--- config.mk ---
export PLATFORM = sky130hd
export DESIGN_NAME = gmac_tx_framer_flat
export DESIGN_NICKNAME = d
export VERILOG_FILES = /design/src/rtl/gmac_tx_framer_if.sv /design/src/rtl/gmac_tx_framer.sv /design/src/flat_wrapper.sv
export SDC_FILE = /design/constraint.sdc
export NUM_CORES = 1
export LEC_CHECK = 0
export CORE_ASPECT_RATIO = 0.9
export CORE_UTILIZATION = 60
export CTS_CLUSTER_SIZE = 28
export DETAILED_ROUTE_END_ITERATION = 8
export MAX_ROUTING_LAYER = met4
export PLACE_DENSITY_LB_ADDON = 0.15
export RECOVER_POWER = 50
export SYNTH_ARGS = -nofsm -noshare
export SYNTH_HDL_FRONTEND = slang
export SYNTH_SLANG_ARGS = --single-unit
--- constraint.sdc ---
create_clock -name txcoreclk -period 4.5 [get_ports txcoreclk]
set_clock_uncertainty 0.15 [all_clocks]
set_input_delay 0.9 -clock txcoreclk [delete_from_list [all_inputs] [get_ports txcoreclk]]
set_output_delay 0.9 -clock txcoreclk [all_outputs]
set_load 0.005 [all_outputs]
--- src/rtl/gmac_tx_framer_if.sv ---
// Byte-write / transmit handshake bundle between a frame producer and gmac_tx_framer.
interface gmac_tx_framer_if;
  localparam int unsigned DATA_W = 8;

  logic              wr_en;
  logic [DATA_W-1:0] wr_data;
  logic              start;
  logic              gmac_tx_ready;
  logic [DATA_W-1:0] gmac_tx_data;
  logic              gmac_tx_dvld;
  logic              busy;
  logic              full;
  logic              done;

  modport master (
    output wr_en, wr_data, start, gmac_tx_ready,
    input  gmac_tx_data, gmac_tx_dvld, busy, full, done
  );

  modport slave (
    input  wr_en, wr_data, start, gmac_tx_ready,
    output gmac_tx_data, gmac_tx_dvld, busy, full, done
  );
endinterface

--- src/rtl/gmac_tx_framer.sv ---
// Buffers one frame of bytes, streams it out under ready/valid, then holds off
// for a fixed inter-frame gap before accepting the next frame.
module gmac_tx_framer #(
  parameter int unsigned DEPTH = 64,
  parameter int unsigned IFG   = 12
) (
  input  logic             txcoreclk,
  input  logic             reset,
  gmac_tx_framer_if.slave  bus
);

  localparam int unsigned DATA_W = 8;
  localparam int unsigned PTR_W  = (DEPTH > 1) ? $clog2(DEPTH) : 1;
  localparam int unsigned CNT_W  = $clog2(DEPTH + 1);
  localparam int unsigned GAP_W  = 8;

  localparam logic [CNT_W-1:0] DEPTH_CNT = CNT_W'(DEPTH);
  localparam logic [GAP_W-1:0] IFG_CNT   = GAP_W'(IFG);
  localparam logic [PTR_W-1:0] PTR_ZERO  = '0;

  typedef enum logic [1:0] {
    ST_IDLE = 2'd0,
    ST_SEND = 2'd1,
    ST_GAP  = 2'd2
  } state_e;

  logic [DATA_W-1:0] buf_mem [DEPTH];

  state_e            state_q,  state_d;
  logic [CNT_W-1:0]  count_q,  count_d;
  logic [PTR_W-1:0]  wr_ptr_q, wr_ptr_d;
  logic [PTR_W-1:0]  rd_ptr_q, rd_ptr_d;
  logic [GAP_W-1:0]  gap_q,    gap_d;
  logic [DATA_W-1:0] data_q,   data_d;
  logic              dvld_q,   dvld_d;
  logic              busy_q,   busy_d;
  logic              done_q,   done_d;

  logic              full_c;
  logic              mem_we_c;
  logic [PTR_W-1:0]  rd_next_c;

  assign full_c    = (count_q == DEPTH_CNT);
  assign rd_next_c = rd_ptr_q + PTR_W'(1);

  // Next-state and registered-output computation.
  always_comb begin
    state_d   = state_q;
    count_d   = count_q;
    wr_ptr_d  = wr_ptr_q;
    rd_ptr_d  = rd_ptr_q;
    gap_d     = gap_q;
    data_d    = data_q;
    dvld_d    = dvld_q;
    done_d    = 1'b0;
    mem_we_c  = 1'b0;

    case (state_q)
      ST_IDLE: begin
        if (bus.start && (count_q != '0)) begin
          state_d  = ST_SEND;
          rd_ptr_d = PTR_ZERO;
          data_d   = buf_mem[PTR_ZERO];
          dvld_d   = 1'b1;
        end else if (bus.wr_en && !full_c) begin
          mem_we_c = 1'b1;
          count_d  = count_q + CNT_W'(1);
          wr_ptr_d = wr_ptr_q + PTR_W'(1);
        end
      end

      ST_SEND: begin
        if (bus.gmac_tx_ready) begin
          if (CNT_W'(rd_ptr_q) == (count_q - CNT_W'(1))) begin
            state_d = ST_GAP;
            dvld_d  = 1'b0;
            gap_d   = IFG_CNT;
            done_d  = (IFG_CNT == GAP_W'(1));
          end else begin
            rd_ptr_d = rd_next_c;
            data_d   = buf_mem[rd_next_c];
          end
        end
      end

      ST_GAP: begin
        // done is raised one edge early so it lines up with the final gap cycle.
        if (gap_q <= GAP_W'(1)) begin
          state_d  = ST_IDLE;
          count_d  = '0;
          wr_ptr_d = PTR_ZERO;
          rd_ptr_d = PTR_ZERO;
        end else begin
          gap_d  = gap_q - GAP_W'(1);
          done_d = (gap_q == GAP_W'(2));
        end
      end

      default: begin
        state_d = ST_IDLE;
        dvld_d  = 1'b0;
      end
    endcase

    busy_d = (state_d != ST_IDLE);
  end

  always_ff @(posedge txcoreclk or negedge reset) begin
    if (!reset) begin
      state_q  <= ST_IDLE;
      count_q  <= '0;
      wr_ptr_q <= PTR_ZERO;
      rd_ptr_q <= PTR_ZERO;
      gap_q    <= '0;
      data_q   <= '0;
      dvld_q   <= 1'b0;
      busy_q   <= 1'b0;
      done_q   <= 1'b0;
    end else begin
      state_q  <= state_d;
      count_q  <= count_d;
      wr_ptr_q <= wr_ptr_d;
      rd_ptr_q <= rd_ptr_d;
      gap_q    <= gap_d;
      data_q   <= data_d;
      dvld_q   <= dvld_d;
      busy_q   <= busy_d;
      done_q   <= done_d;
    end
  end

  // Frame storage; contents survive reset and frame completion.
  always_ff @(posedge txcoreclk) begin
    if (mem_we_c) begin
      buf_mem[wr_ptr_q] <= bus.wr_data;
    end
  end

  assign bus.gmac_tx_data = data_q;
  assign bus.gmac_tx_dvld = dvld_q;
  assign bus.busy         = busy_q;
  assign bus.full         = full_c;
  assign bus.done         = done_q;

endmodule
--- src/flat_wrapper.sv ---
// flat-port wrapper written by rule: the top's interface ports become plain ports
module gmac_tx_framer_flat 
#(
  parameter int unsigned DEPTH = 64,
  parameter int unsigned IFG   = 12
)
  (txcoreclk, reset, bus_wr_en, bus_wr_data, bus_start, bus_gmac_tx_ready, bus_gmac_tx_data, bus_gmac_tx_dvld, bus_busy, bus_full, bus_done);
  gmac_tx_framer_if bus_i ();
  input  logic txcoreclk;
  input  logic reset;
  input wire logic [$bits(bus_i.wr_en)-1:0] bus_wr_en;
  input wire logic [$bits(bus_i.wr_data)-1:0] bus_wr_data;
  input wire logic [$bits(bus_i.start)-1:0] bus_start;
  input wire logic [$bits(bus_i.gmac_tx_ready)-1:0] bus_gmac_tx_ready;
  output wire logic [$bits(bus_i.gmac_tx_data)-1:0] bus_gmac_tx_data;
  output wire logic [$bits(bus_i.gmac_tx_dvld)-1:0] bus_gmac_tx_dvld;
  output wire logic [$bits(bus_i.busy)-1:0] bus_busy;
  output wire logic [$bits(bus_i.full)-1:0] bus_full;
  output wire logic [$bits(bus_i.done)-1:0] bus_done;
  assign bus_i.wr_en = bus_wr_en;
  assign bus_i.wr_data = bus_wr_data;
  assign bus_i.start = bus_start;
  assign bus_i.gmac_tx_ready = bus_gmac_tx_ready;
  assign bus_gmac_tx_data = bus_i.gmac_tx_data;
  assign bus_gmac_tx_dvld = bus_i.gmac_tx_dvld;
  assign bus_busy = bus_i.busy;
  assign bus_full = bus_i.full;
  assign bus_done = bus_i.done;
  gmac_tx_framer #(.DEPTH(DEPTH), .IFG(IFG)) u_core (.txcoreclk(txcoreclk), .reset(reset), .bus(bus_i));
endmodule
# Word-level counts from Yosys, hierarchy flattened
# Memory sizes are Yosys's and may differ from the RTL's.
# Index checks and enable logic that the tools add are counted.
[op_classes]
muxes = 36
addsub = 5
n_lt_le_gt_ge = 1
bitwise = 1
eq_ne = 13
reduce_logical = 15
[ops]
columns = ["op", "n"]
rows = [
  ["2-to-1 mux 8 bit", 6],
  ["2-to-1 mux 6 bit", 6],
  ["case mux 8 bit (2 select lines)", 2],
  ["2-to-1 mux 7 bit", 3],
  ["case mux 6 bit (3 select lines)", 1],
  ["AND reduction 4 bit", 4],
  ["case mux 7 bit (2 select lines)", 1],
  ["adder 6 x 1 -> 6 bit (second input constant)", 2],
  ["case mux 6 bit (2 select lines)", 1],
  ["2-to-1 mux 1 bit", 10],
  ["equality test 8 x 2 -> 1 bit (second input constant)", 1],
  ["less-or-equal comparator 8 x 1 -> 1 bit (second input constant)", 1],
  ["2-to-1 mux 2 bit", 4],
  ["!= test 2 x 1 -> 1 bit (second input constant)", 4],
  ["!= test 2 bit (second input constant)", 4],
  ["nonzero test 2 bit", 4],
  ["subtractor 8 x 1 -> 8 bit (second input constant)", 1],
  ["adder 7 x 1 -> 7 bit (second input constant)", 1],
  ["equality test 6 x 7 -> 1 bit", 1],
  ["equality test 7 bit (second input constant)", 1],
  ["nonzero test 7 bit", 1],
  ["subtractor 7 x 1 -> 7 bit (second input constant)", 1],
  ["case mux 2 bit (3 select lines)", 1],
  ["AND reduction 5 bit", 1],
  ["other kinds (8)", 9],
]
[totals]
n_memories = 1
input_bits = 13
ram_bits = 512
regBits = 40
output_inout_bits = 12
[memory_table]
columns = ["name", "words", "width", "read_ports", "rd_ports_with_merged_regs", "wr", "line_no", "text"]
rows = [
  ["u_core.buf_mem", 64, 8, 2, 0, 1, "gmac_tx_framer.sv:27", "logic [DATA_W-1:0] buf_mem [DEPTH];"],
]

# Longest topological paths before layout
# Gate-level depths: netlist of the first run.
[depth]
ltp_word = 8
mapped_depth = 10

# Least setup slack after synthesis of the first run
# No wires, ideal clock.
[synth_path]
kind = "reg-to-reg"
from = "register u_core.rd_ptr_q[1]"
to = "register u_core.data_q[0], in the netlist u_core.bus.gmac_tx_data[0]"
setup_time_ns = 0.139
setup_slack_ns = 1.322
arrival_ns = 2.890
stages_incl_launch_ff = 10
cell_sequence = "dfrtp_1 ha_1 buf_1 clkbuf_1 clkbuf_1 mux4_2 mux2i_1 a32oi_1 a32oi_1 o221ai_1"
[synth_between]
elab_chain_cells = 5
elab_cells_between_ends = 8
[synth_lines]
columns = ["item", "line_no", "text"]
rows = [
  ["start: declaration", "gmac_tx_framer.sv:32", "logic [PTR_W-1:0] rd_ptr_q, rd_ptr_d;"],
  ["start signal: assignment", "gmac_tx_framer.sv:123", "rd_ptr_q <= rd_ptr_d;"],
  ["adder 6 x 1 -> 6 bit", "gmac_tx_framer.sv:44", "assign rd_next_c = rd_ptr_q + PTR_W'(1);"],
  ["memory (64 x 8 bit)", "n/a", ""],
  ["2-to-1 mux 8 bit", "gmac_tx_framer.sv:74", "if (CNT_W'(rd_ptr_q) == (count_q - CNT_W'(1))) begin"],
  ["2-to-1 mux 8 bit", "gmac_tx_framer.sv:73", "if (bus.gmac_tx_ready) begin"],
  ["case mux 8 bit (2 select lines)", "gmac_tx_framer.sv:58", "case (state_q)"],
  ["end signal: assignment", "gmac_tx_framer.sv:125", "data_q <= data_d;"],
  ["end: declaration", "gmac_tx_framer.sv:34", "logic [DATA_W-1:0] data_q, data_d;"],
]
# Parallel ways exist; a longest one is shown, timed or not. The select of a mux whose other input is x is not followed.
# A chain may end at the register's enable or synchronous reset.

# Final worst setup path of the first run
[layout_path]
from = "register u_core.count_q[2]"
to = "memory u_core.buf_mem[10][1], enable pin"
[layout_between]
elab_chain_cells = 8
elab_cells_between_ends = 10
[layout_lines]
columns = ["item", "line_no", "text"]
rows = [
  ["start: declaration", "gmac_tx_framer.sv:30", "logic [CNT_W-1:0] count_q, count_d;"],
  ["start signal: assignment", "gmac_tx_framer.sv:121", "count_q <= count_d;"],
  ["equality test 7 bit", "gmac_tx_framer.sv:43", "assign full_c = (count_q == DEPTH_CNT);"],
  ["zero test 1 bit", "gmac_tx_framer.sv:65", "end else if (bus.wr_en && !full_c) begin"],
  ["logical AND 1 bit", "gmac_tx_framer.sv:65", ""],
  ["2-to-1 mux 1 bit", "gmac_tx_framer.sv:65", ""],
  ["2-to-1 mux 1 bit *", "gmac_tx_framer.sv:60", "if (bus.start && (count_q != '0)) begin"],
  ["2-to-1 mux 1 bit *", "gmac_tx_framer.sv:58", ""],
  ["2-to-1 mux 1 bit *", "gmac_tx_framer.sv:134", "if (mem_we_c) begin"],
  ["2-to-1 mux 1 bit (not written as such) *", "gmac_tx_framer.sv:135", "buf_mem[wr_ptr_q] <= bus.wr_data;"],
  ["end: declaration", "gmac_tx_framer.sv:27", ""],
]
# Every way passes the cells marked *; elsewhere a longest branch is shown, timed or not.

==> results of run 1 <==
-- how the worst max path moves through the flow --
stage                        from  slack [ns]                         end  depth (start not counted)
5_1_grt         u_core.count_q[2]        0.71       u_core.buf_mem[32][1]                          7
2_1_floorplan  u_core.rd_ptr_q[1]        1.32  u_core.bus.gmac_tx_data[0]                          9
3_5_place_dp            bus_start        0.65       u_core.buf_mem[32][0]                          7
3_3_place_gp            bus_start        0.80       u_core.buf_mem[32][1]                          7
4_1_cts         u_core.count_q[2]        0.87       u_core.buf_mem[32][5]                          7
6_report        u_core.count_q[2]        0.91       u_core.buf_mem[10][1]                          7
-- synth_stat cells, types with 4 or more instances --
master / instances / share of area (%)
nand2_1: 74 / 1.3
clkbuf_1: 40 / 0.68
a21oi_1: 5 / 0.11
a32oi_1: 31 / 1.2
dfrtp_1: 40 / 4.5
nand4_1: 9 / 0.25
xor2_1: 12 / 0.48
nor3_1: 9 / 0.20
nor2_1: 87 / 1.5
nor2b_1: 4 / 0.11
inv_1: 21 / 0.36
edfxtp_1: 512 / 70
o221ai_1: 8 / 0.32
buf_1: 18 / 0.31
and3_1: 7 / 0.20
ha_1: 8 / 0.45
a221oi_1: 10 / 0.40
nand3_1: 7 / 0.16
buf_2: 5 / 0.11
xnor2_1: 16 / 0.63
o21ai_0: 6 / 0.14
mux2i_1: 44 / 2.0
mux4_2: 128 / 13
-- worst register-to-register path: stages (launching register included) --
cell,delay [ns]
dfrtp_1,0.48
or3_1,0.54
o21ai_0,0.23
nand2_1,0.07
nor2_1,0.11
buf_4,0.20
nand3_1,0.61
nor2_1,0.84
-- sequential cells by signal, indices dropped and copies added, names as in the netlist --
register                 cells
u_core.bus.gmac_tx_dvld      1
u_core.gap_q                 8
u_core.buf_mem             512
u_core.rd_ptr_q              6
u_core.bus.busy              1
u_core.bus.done              1
u_core.state_q               2
u_core.count_q               7
u_core.bus.gmac_tx_data      8
u_core.wr_ptr_q              6
-- kinds of logic after synthesis --
kind of cell               after synthesis  synth area share [%]
xor gates and xnor gates                28                 1.111
muxes                                  173                 15.10
buffers and inverters                   85                 1.490
AOI/OAI and AO/OA                       85                 3.196
DFF                                    552                 74.17
and+or+nand+nor                        221                 4.477
adders and majority gates                8                0.4534
-- through the flow --
step	setup slack (ns)	instance area (um2)	power (mW)	std cells	hold slack [ns]
floorplan	1.322	22080	9.480	1152	0.3027
global placement	0.7954	23220	11.28	1654	0.3363
detailed placement	0.6517	23220	11.32	1654	0.3312
CTS	0.8699	24890	15.61	1748	0.3349
global route	0.7107	24850	16.15	1750	0.3845
finish	0.9052	24850	15.55	1750	0.3509
-- cells in the final DEF (no fill, tap or decap), drive strengths merged, types with 8 or more instances in the layout --
| master | instances |
|---|---|
| clkinv | 22 |
| clkbuf | 82 |
| a32oi | 31 |
| o221ai | 8 |
| xor2 | 12 |
| mux2i | 44 |
| inv | 21 |
| a221oi | 10 |
| ha | 8 |
| mux4 | 128 |
| dfrtp | 40 |
| buf | 58 |
| edfxtp | 512 |
| nand4 | 9 |
| xnor2 | 16 |
| nand2 | 74 |
| clkdlybuf4s50 | 11 |
| nor2 | 87 |
| nor3 | 9 |
| o21ai | 9 |
-- area by class of cell --
class / count / area [um2] / share of cell area [%]
clock inverters: 29 / 334.1 / 1.344
flip-flops and latches: 552 / 16380 / 65.91
multi-input cells: 515 / 5418 / 21.80
well taps: 476 / 595.6 / 2.397
clock buffers: 65 / 1329 / 5.347
diodes: 2 / 5.005 / 0.02014
repair buffers: 90 / 711.9 / 2.865
inverters: 21 / 78.83 / 0.3172
-- power breakdown --
part	total (mW)	internal [mW]	leakage (nW)	switching, mW
Sequential	5.82	5.70	5.08	0.120
Combinational	5.42	2.38	2.23	3.03
Clock	4.32	2.49	0.813	1.83
Total	15.6	10.6	8.12	4.98
-- per-layer routing --
metal	up-vias	share of wire [%]	global-route usage, %
met4	0	2.1	6.746
met2	528	47	40.85
met1	5845	42	39.72
li1	4832	-	-
met5	-	0	-
met3	75	8.8	5.282
==> reports/metrics.csv, run 1 <==
stage,metric,value,unit
run_status,run_status,finished with violations,
run_status,violations,"capacitance limit, slew limit",
setup_path,cp.arrival,3.65,ns
layout,fin_util,68.71,%
global_routing,grt_max_degree,118,
cts,ctsHtreeMaxLevel,2,
cts,clock-sinks,552,
hold_path,min_to,u_core.bus.gmac_tx_data[2],
sta,rsz0062_at_grt,no,
sta,tightest_slew,2.631,ns
hold_path,hold_path_depth,2,
cts,clkLatencyLatePin,0.59,ns
global_routing,track_usage,27.44,%
sta,setup_violations,0,
synthesis,synthCells,1152,
synthesis,ys_types,54,
detailed_routing,drc,0,
setup_path,cp_slowest_cell,nor2_1,
detailed_routing,wirelength,48080,um
synthesis,synthArstFlopShare,7.246,%
floorplanning,die_h,184.0,um
detailed_routing,routed_via_density,6.446,
synthesis,yosysWarnings,0,
cts,cts_hold_buf,0,
global_routing,first_global_vias,11220,
placement,portBuffers,24,
sta,fin_tns_setup,0,ns
sta,slew_viol_final,432,
sta,max_freq,0.2782,GHz
floorplanning,start_util,61.04,%
synthesis,syn_area_per_cell,19.17,um2
detailed_routing,drt_iter0_drc,1288,
pwr,p_leak,8.124,nW
floorplanning,boundaryPins,25,
global_routing,antenna_found_initial,2,
pwr,peakVddDrop,0.4688,mV
setup_path,r2r_end,u_core.buf_mem[10][1],
cts,postCtsSetupRepairBufs,0,
floorplanning,core_area,0.03617,mm2
setup_path,r2r_cells,7,
cts,clockRootBuffer,clkbuf_16,
hold_path,holdCritStartpoint,u_core.buf_mem[0][2],
synthesis,synth_nets,1173,
layout,drive_gt1_share,21.15,%
sta,fin_crit,3.595,ns
floorplanning,rows,66,
pwr,p_per_area,625.8,mW/mm2
global_routing,grt_pass1_wl,71690,um
global_routing,grt.overflow.total,0,
hold_path,hold_class,reg -> reg,
sta,min_period_over_period,79.88,%
setup_path,r2r-start,u_core.count_q[2],
setup_path,cp.required,4.56,ns
setup_path,end_kind,register,
setup_path,path_delay_family,simple AND/OR/NAND/NOR gates,
sta,hold_viol_final,0,
flow_run,cap_viol_max_count,11,
placement,hpwl,29570,um
detailed_routing,ant_nets,0,
setup_path,cpMostUsedCell,nor2_1,
detailed_routing,routedWlPerCell,27.48,um
synthesis,ys_seq_area_share,74.17,%
cts,clock_path_buffers,3,
cts,cts_resized,0,
synthesis,ys.flop_type,edfxtp_1,
setup_path,critPathBufInv,1,
cts,path_clk_slew,0.07,ns
setup_path,max_stage_delay,0.84,ns
cts,numCtsBuffers,51,
placement,gp_congestion,0.8773,
detailed_routing,dr.pass1.iters,5,
cts,cts_tree,built,
synthesis,synth_enable_flop_cells,512,
setup_path,critical_path.max_fanout,12,
detailed_routing,route.vias.total,11280,
setup_path,rrSetupSlack,0.91,ns
floorplanning,dieArea,0.03757,mm2
floorplanning,die_x,204.2,um
sta,max_slew_margin,-75.37,%
synthesis,synth-seq-cells,552,
layout,area_delta_synth_final,12.56,%
setup_path,crit_path_cell_trace,"or3_1, o21ai_0, nand2_1, nor2_1, buf_4, nand3_1, nor2_1",
setup_path,crit_path_start_kind,register,
layout,final_net_count,1252,
setup_path,worst-setup-path-type,reg -> reg,
layout,n_fill_cell,2296,
synthesis,syn_area,0.02208,mm2
Power figures use the tool's default switching activity.
==> inputs of run 2 (changes only) <==
CORE_UTILIZATION = 56   (was 60)
clock period = 2.97 ns   (was 4.5 ns; I/O delays follow)
==> run 2 against run 1 <==
Against the previous run:
- the flow still finishes with violations (capacitance limit, slew limit)
- final cell count up 7.5%
- register-to-register slack got worse by 0.83 ns
- sequential share of layout area fell by 2.3 points
- final area rose by 3.6%
- die area grew 7.1%
- via count increased by 3.2%
- core utilization is 2.0 points lower
- non-clock buffer count rose by 81
- largest cell class unchanged
- highest routed layer unchanged
==> reports/metrics.csv, run 2 (synthesis results as in run 1) <==
stage,metric,value,unit,change
global_routing,first_global_vias,11680,,+4.1%
setup_path,cp.arrival,3.20,ns,-0.45 ns
floorplanning,dieArea,0.04023,mm2,+7.1%
cts,clockRootBuffer,clkbuf_16,,
layout,ff_latch_area,0.01638,mm2,unchanged
pwr,p_leak,8.642,nW,+6.4%
setup_path,end_kind,register,,
global_routing,grt_use_met2,39.11,%,-1.7 points
pwr,peakVddDrop,0.7003,mV,+49%
global_routing,track_usage,26.86,%,-0.57 points
sta,fin_tns_setup,0,ns,unchanged
detailed_routing,drc,0,,unchanged
sta,worst_slack,0.07663,ns,-0.8286 ns
global_routing,grt.overflow.total,0,,unchanged
pwr,p_per_area,956.5,mW/mm2,+53%
layout,area_delta_synth_final,16.64,%,
detailed_routing,drt_iter0_drc,1202,,-6.7%
placement,pre_cts_ws,0.01259,ns,-0.6391 ns
layout,n_fill_cell,2578,,+12%
flow_run,cap_viol_max_count,3,,-8
cts,cts_tree,built,,
detailed_routing,routed_via_density,6.184,,-4.1%
cts,numCtsBuffers,54,,+5.9%
placement,placed_area,0.02392,mm2,+3.0%
layout,antenna_cells,0,,-2
cts,clkLatencyLatePin,0.60,ns,about the same
layout,final_net_count,1336,,+6.7%
placement,gp_congestion,0.8747,,-0.30%
layout,final_area,0.02575,mm2,+3.6%
hold_path,hold_path_depth,1,,-1
run_status,violations,"capacitance limit, slew limit",,
layout,layout_commonest_cell,edfxtp_1,,
sta,tightest_slew,1.847,ns,-0.7837 ns
sta,rsz0062_at_grt,no,,
floorplanning,core_area,0.03863,mm2,+6.8%
cts,ctsHtreeMaxLevel,2,,unchanged
detailed_routing,dr.pass1.iters,7,,+2
floorplanning,die_h,190.4,um,+3.5%
global_routing,grt_max_degree,65,,-45%
setup_path,r2r-start,u_core.rd_ptr_q[0],,
layout,final_cell_mix,"512 x edfxtp_1, 128 x mux4_2, 122 x buf_4",,
floorplanning,die_x,211.3,um,+3.5%
global_routing,antenna_found_initial,0,,-2
layout,multiInputGateArea,0.005445,mm2,+0.51%
sta,setup_violations,0,,unchanged
sta,fin_crit,2.893,ns,-0.7014 ns
setup_path,rrSetupSlack,0.08,ns,-0.83 ns
detailed_routing,ant_nets,0,,unchanged
placement,hpwl,31730,um,+7.3%
floorplanning,boundaryPins,25,,unchanged
global_routing,grtUsageMet1,39.11,%,-0.61 points
layout,regMostFlops,u_core.buf_mem,,
setup_path,r2r_end,u_core.bus.gmac_tx_data[4],,
setup_path,crit_path_start_kind,register,,
floorplanning,start_util,57.16,%,-3.9 points
setup_path,worst-setup-path-type,reg -> reg,,
global_routing,grt_busiest_layer,met1,,
hold_path,hold_class,in -> reg,,
placement,dp.cells,1777,,+7.4%
cts,clock_path_buffers,3,,unchanged
setup_path,r2r_cells,9,,+2
detailed_routing,route.vias.total,11640,,+3.2%
hold_path,holdCritStartpoint,bus_wr_data[2],,
setup_path,cp.required,3.28,ns,-1.28 ns
cts,path_clk_slew,0.06,ns,about the same
sta,hold_viol_final,0,,unchanged
sta,slew_viol_final,115,,-73%
sta,max_freq,0.3456,GHz,+24%
run_status,run_status,finished with violations,,
cts,clock-sinks,552,,unchanged
global_routing,grtUsageMet3,4.842,%,-0.44 points
layout,drive_gt1_share,26.97,%,+5.8 points
layout,largest_reg_flops,512,,unchanged
setup_path,critical_path.max_fanout,21,,+9
sta,min_period_over_period,97.42,%,+18 points
detailed_routing,wirelength,50450,um,+4.9%
global_routing,grt_pass1_wl,75220,um,+4.9%
placement,portBuffers,24,,unchanged
sta,max_slew_margin,-23.13,%,+52 points
hold_path,min_to,u_core.buf_mem[26][2],,
layout,finalNonFillerCells,1882,,+7.5%
floorplanning,rows,68,,+3.0%
detailed_routing,routedWlPerCell,26.81,um,-2.4%
-- run 2: cell count changes in the layout (fill, tap and decap cells not counted), moves of 3 or more --
cell	delta
clkbuf_16	+6
clkbuf_2	+7
buf_2	+4
buf_4	+69
mux2i_1	-3
clkbuf_1	-11
-- run 2: how the worst max path moves through the flow --
| stage | startpoint | endpoint | slack, ns | cells after the start |
|---|---|---|---|---|
| after floorplan | u_core.count_q[2] | u_core.bus.gmac_tx_data[5] | 0.03 | 9 |
| after global placement | u_core.rd_ptr_q[0] | u_core.bus.gmac_tx_data[4] | 0.01 | 7 |
| after detailed placement | u_core.rd_ptr_q[0] | u_core.bus.gmac_tx_data[0] | 0.01 | 7 |
| after CTS | u_core.rd_ptr_q[0] | u_core.bus.gmac_tx_data[0] | 0.02 | 9 |
| after global routing | u_core.count_q[1] | u_core.gap_q[1] | 0.006 | 9 |
| final | u_core.rd_ptr_q[0] | u_core.bus.gmac_tx_data[4] | 0.08 | 9 |
-- run 2: area by class of cell --
cell class | count | area share (%)
well taps | 525 | 2.551
clock buffers | 66 | 5.543
repair buffers | 171 | 5.563
flip-flops and latches | 552 | 63.60
multi-input cells | 515 | 21.14
clock inverters | 32 | 1.292
inverters | 21 | 0.3061
-- run 2: timing repair --
action                                 CTS  global route
resized for setup                        4             5
setup endpoints to repair                3             3
endpoints found under the hold margin   28             0
hold buffers                             1             0
setup buffers                            1             2
gates cloned                             1             2
-- run 2: critical path, stage by stage (launching register included) --
cell,delay (ns)
dfrtp_4,0.54
ha_4,0.20
buf_4,0.17
xor2_4,0.24
buf_12,0.24
mux4_2,0.33
mux2i_1,0.23
a32oi_1,0.22
a32oi_1,0.28
o221ai_1,0.14
-- run 2: metrics by stage --
stage	hold WS [ns]	power [mW]	utilization [%]
after CTS	0.09415	24.47	66.65
after detailed placement	0.3586	17.47	61.92
after global routing	0.2155	25.51	66.67
after global placement	0.3565	17.41	61.92
after floorplan	0.1484	14.37	-
final	0.2066	24.63	66.67
-- run 2: per-layer routing --
metal  wire length [um]  up-vias  part of all wire, %
met3               4148       99                  8.2
met2              23210      523                   46
met5                  0        -                    0
li1                   -     4999                    -
met1              21640     6018                   43
met4               1450        0                  2.9
-- run 2: power breakdown --
part           total, mW  switching (mW)  internal, mW
Clock               6.80            2.79          4.01
Combinational       9.01            4.84          4.17
Sequential          8.82           0.188          8.63
==> inputs of run 3 (changes only) <==
ABC_AREA = 1   (was default)
CORE_UTILIZATION = 57   (was 56)
==> run 3 against run 2 <==
Against the previous run:
- the run still ends with capacitance limit, slew limit left
- global-route usage grew 2.7 points
- power rose by 4.3%
- via count up 44%
- area after synthesis rose by 7.9%
- die area rose by 6.0%
- synthesized cell count increased by 100%
- clock power is 2% lower
- sequential share of layout area decreased by 2.9 points
- fmax up 1.0%
- final cell count grew 57%
- first-iteration DRC count is 71% higher
- wire length up 19%
- critical endpoint is now bus_full
- largest power group unchanged
- highest routed layer unchanged
==> reports/metrics.csv, run 3 <==
stage,metric,value,unit,change
synthesis,ys_types,37,,-31%
placement,portBuffers,24,,unchanged
synthesis,syn_area_per_cell,10.36,um2,-46%
flow_run,cap_viol_max_count,5,,+2
layout,finalNonFillerCells,2960,,+57%
synthesis,synthArstFlopShare,7.246,%,unchanged
layout,layout_commonest_cell,nand2_1,,
layout,final_net_count,2399,,+80%
sta,worst_slack,0.1064,ns,+0.02975 ns
setup_path,critical_path.max_fanout,6,,-71%
layout,area_delta_synth_final,13.28,%,
floorplanning,dieArea,0.04263,mm2,+6.0%
synthesis,yosys.area.top_type,edfxtp_1,,
synthesis,synth_commonest_cells,"808 x nand2_1, 512 x edfxtp_1, 336 x nand3_1, 202 x nor2_1, 140 x inv_1",,
pwr,pwr-share-seq,35.6,%,-0.2 points
cts,ctsHtreeMaxLevel,2,,unchanged
floorplanning,boundaryPins,25,,unchanged
cts,clock_path_buffers,3,,unchanged
floorplanning,start_util,58.27,%,+1.1 points
sta,max_freq,0.3492,GHz,+1.0%
pwr,p_int,15.81,mW,-5.9%
hold_path,holdCritStartpoint,u_core.bus.gmac_tx_data[5],,
synthesis,synth-seq-cells,552,,unchanged
layout,drive_gt1_share,9.215,%,-18 points
global_routing,grt_pass1_wl,91040,um,+21%
detailed_routing,ant_nets,0,,unchanged
layout,fin_util,66.00,%,-0.67 points
synthesis,synth_nets,2321,,+98%
setup_path,crit_path_start_kind,register,,
layout,antenna_cells,0,,unchanged
synthesis,syn_area,0.02383,mm2,+7.9%
layout,final_cell_mix,"808 x nand2_1, 512 x edfxtp_1, 336 x nand3_1",,
synthesis,ys.flop_type,edfxtp_1,,
placement,pre_cts_ws,-0.06995,ns,-0.08254 ns
cts,clkLatencyLatePin,0.60,ns,about the same
setup_path,cp.required,2.23,ns,-1.05 ns
pwr,peakVddDrop,0.8872,mV,+27%
setup_path,max_stage_delay,0.53,ns,about the same
layout,n_fill_cell,3180,,+23%
pwr,switching_share,38.46,%,+6.7 points
setup_path,startpoint,u_core.count_q[0],,
run_status,run_status,finished with violations,,
cts,clock-sinks,552,,unchanged
setup_path,end_kind,output pin,,
cts,numCtsBuffers,54,,unchanged
synthesis,synth_top_area_share,64.51,%,-5.1 points
synthesis,yosys-top-cells-area,"edfxtp_1 65%, nand2_1 13%, nand3_1 7.1%, dfrtp_1 4.2%, nor2_1 3.2%",,
floorplanning,rows,70,,+2.9%
synthesis,synthCells,2300,,+100%
synthesis,yosysMostFrequentCell,nand2_1,,
detailed_routing,routed_via_density,5.659,,-8.5%
sta,fin_crit,2.864,ns,-0.02975 ns
sta,slew_viol_final,252,,+120%
setup_path,worst-setup-path-type,reg -> out,,
sta,min_period_over_period,96.42,%,-1.0 points
detailed_routing,drc,0,,unchanged
pwr,p_comb_share,38.4,%,+1.8 points
cts,path_clk_slew,0.06,ns,about the same
pwr,switchingPower,9.879,mW,+26%
global_routing,first_global_vias,15770,,+35%
setup_path,r2r-start,u_core.gap_q[0],,
detailed_routing,routedWlPerCell,20.29,um,-24%
global_routing,grt.overflow.total,0,,unchanged
sta,rsz0062_at_grt,yes,,
sta,max_slew_margin,-25.97,%,-2.8 points
global_routing,antenna_found_initial,0,,unchanged
pwr,total_power,25.69,mW,+4.3%
cts,clockRootBuffer,clkbuf_16,,
setup_path,cp_slowest_cell,clkdlybuf4s50_1,,
sta,hold_viol_final,0,,unchanged
layout,regMostFlops,u_core.buf_mem,,
floorplanning,die_h,196.0,um,+2.9%
synthesis,yosysWarnings,0,,unchanged
pwr,p_leak,10.78,nW,+25%
setup_path,crit_path_cell_trace,"inv_2, ha_1, nand2_1, nor3_2, clkdlybuf4s50_1",,
pwr,pwr-share-clk,26.0,%,-1.6 points
sta,tightest_slew,1.890,ns,+0.04263 ns
detailed_routing,wirelength,60050,um,+19%
placement,dp.cells,2858,,+61%
synthesis,ys_seq_area_share,68.71,%,-5.5 points
layout,largest_reg_flops,512,,unchanged
synthesis,synth_enable_flop_cells,512,,unchanged
detailed_routing,route.vias.total,16750,,+44%
pwr,p_per_area,951.6,mW/mm2,-0.52%
run_status,violations,"capacitance limit, slew limit",,
detailed_routing,drt_iter0_drc,2060,,+71%
detailed_routing,dr.pass1.iters,5,,-2
placement,hpwl,36630,um,+15%
setup_path,cp.arrival,2.12,ns,-1.08 ns
hold_path,hold_class,reg -> reg,,
floorplanning,core_area,0.04090,mm2,+5.9%
floorplanning,die_x,217.5,um,+3.0%
layout,ff_latch_area,0.01638,mm2,unchanged
layout,multiInputGateArea,0.006466,mm2,+19%
placement,gp_congestion,0.9141,,+4.5%
global_routing,track_usage,29.61,%,+2.7 points
sta,setup_violations,0,,unchanged
global_routing,grt_max_degree,134,,+110%
cts,cts_tree,built,,
run 3: per-layer routing:
metal / vias up / part of all wire [%] / global-route usage (%)
li1: 7835 / - / -
met1: 7992 / 43 / 41.85
met2: 793 / 45 / 44.24
met3: 130 / 8.7 / 4.806
met4: 0 / 2.9 / 9.442
met5: - / 0 / -
run 3: critical path: cells and delay by family (launching register included):
family        cells  cell delay [ns]
flops             1             0.44
simple gates      2             0.25
buf+inv           2             0.66
fa+ha+maj         1             0.16
run 3: area by class of cell:
type | count | area share, %
Timing Repair Buffer | 137 | 4.472
Clock buffer | 68 | 5.353
Multi-Input combinational cell | 1487 | 23.95
Clock inverter | 30 | 0.9918
Inverter | 146 | 2.058
Sequential cell | 552 | 60.67
Tap cell | 540 | 2.503
run 3: final timing paths:
path,endpoint,slack [ns],depth (start not counted)
worst max-delay path,bus_full,0.11,5
worst min-delay path,u_core.bus.gmac_tx_data[5],0.34,2
worst max register to register,u_core.buf_mem[35][2],0.16,14
worst min register to register,u_core.bus.gmac_tx_data[5],0.34,2
max in group asynchronous,u_core.bus.gmac_tx_data[4],0.90,3
min in group asynchronous,u_core.count_q[4],0.67,2
run 3: cell families (layout without fill, tap and decap cells):
logic type,count (synthesis),count (layout),synth area share (%)
AOI/OAI and AO/OA,81,81,1.780
DFF,552,552,68.71
and+or+nand+nor,1383,1383,24.05
adders and majority gates,8,8,0.4200
xor gates and xnor gates,15,15,0.6143
buffers and inverters,261,381,4.426
run 3: timing repair:
| action | 4_1_cts | 5_1_grt |
|---|---|---|
| gates resized for setup | 1 | 5 |
| setup endpoints to repair | 1 | 504 |
| hold buffers | 1 | 0 |
| hold endpoints to repair | 23 | 0 |
| pin swaps | 0 | 1 |
| setup buffers | 0 | 3 |
run 3: power groups by stage:
stage | Sequential [mW] | Combinational [mW] | Clock, mW
2_1_floorplan | 9.19 | 6.50 | 0
6_report | 9.15 | 9.87 | 6.68
3_3_place_gp | 9.28 | 9.56 | 0
4_1_cts | 9.13 | 9.69 | 6.75
5_1_grt | 9.18 | 10.8 | 7.05
3_5_place_dp | 9.29 | 9.63 | 0
run 3: through the flow:
step                area, um2  hold slack, ns  TNS, ns
floorplan               23830          0.1484        0
detailed placement      25360          0.3144   -6.451
global placement        25360          0.3185   -2.831
finish                  27000          0.3390        0
CTS                     27080          0.3429        0
global route            27000          0.3552  -0.1296
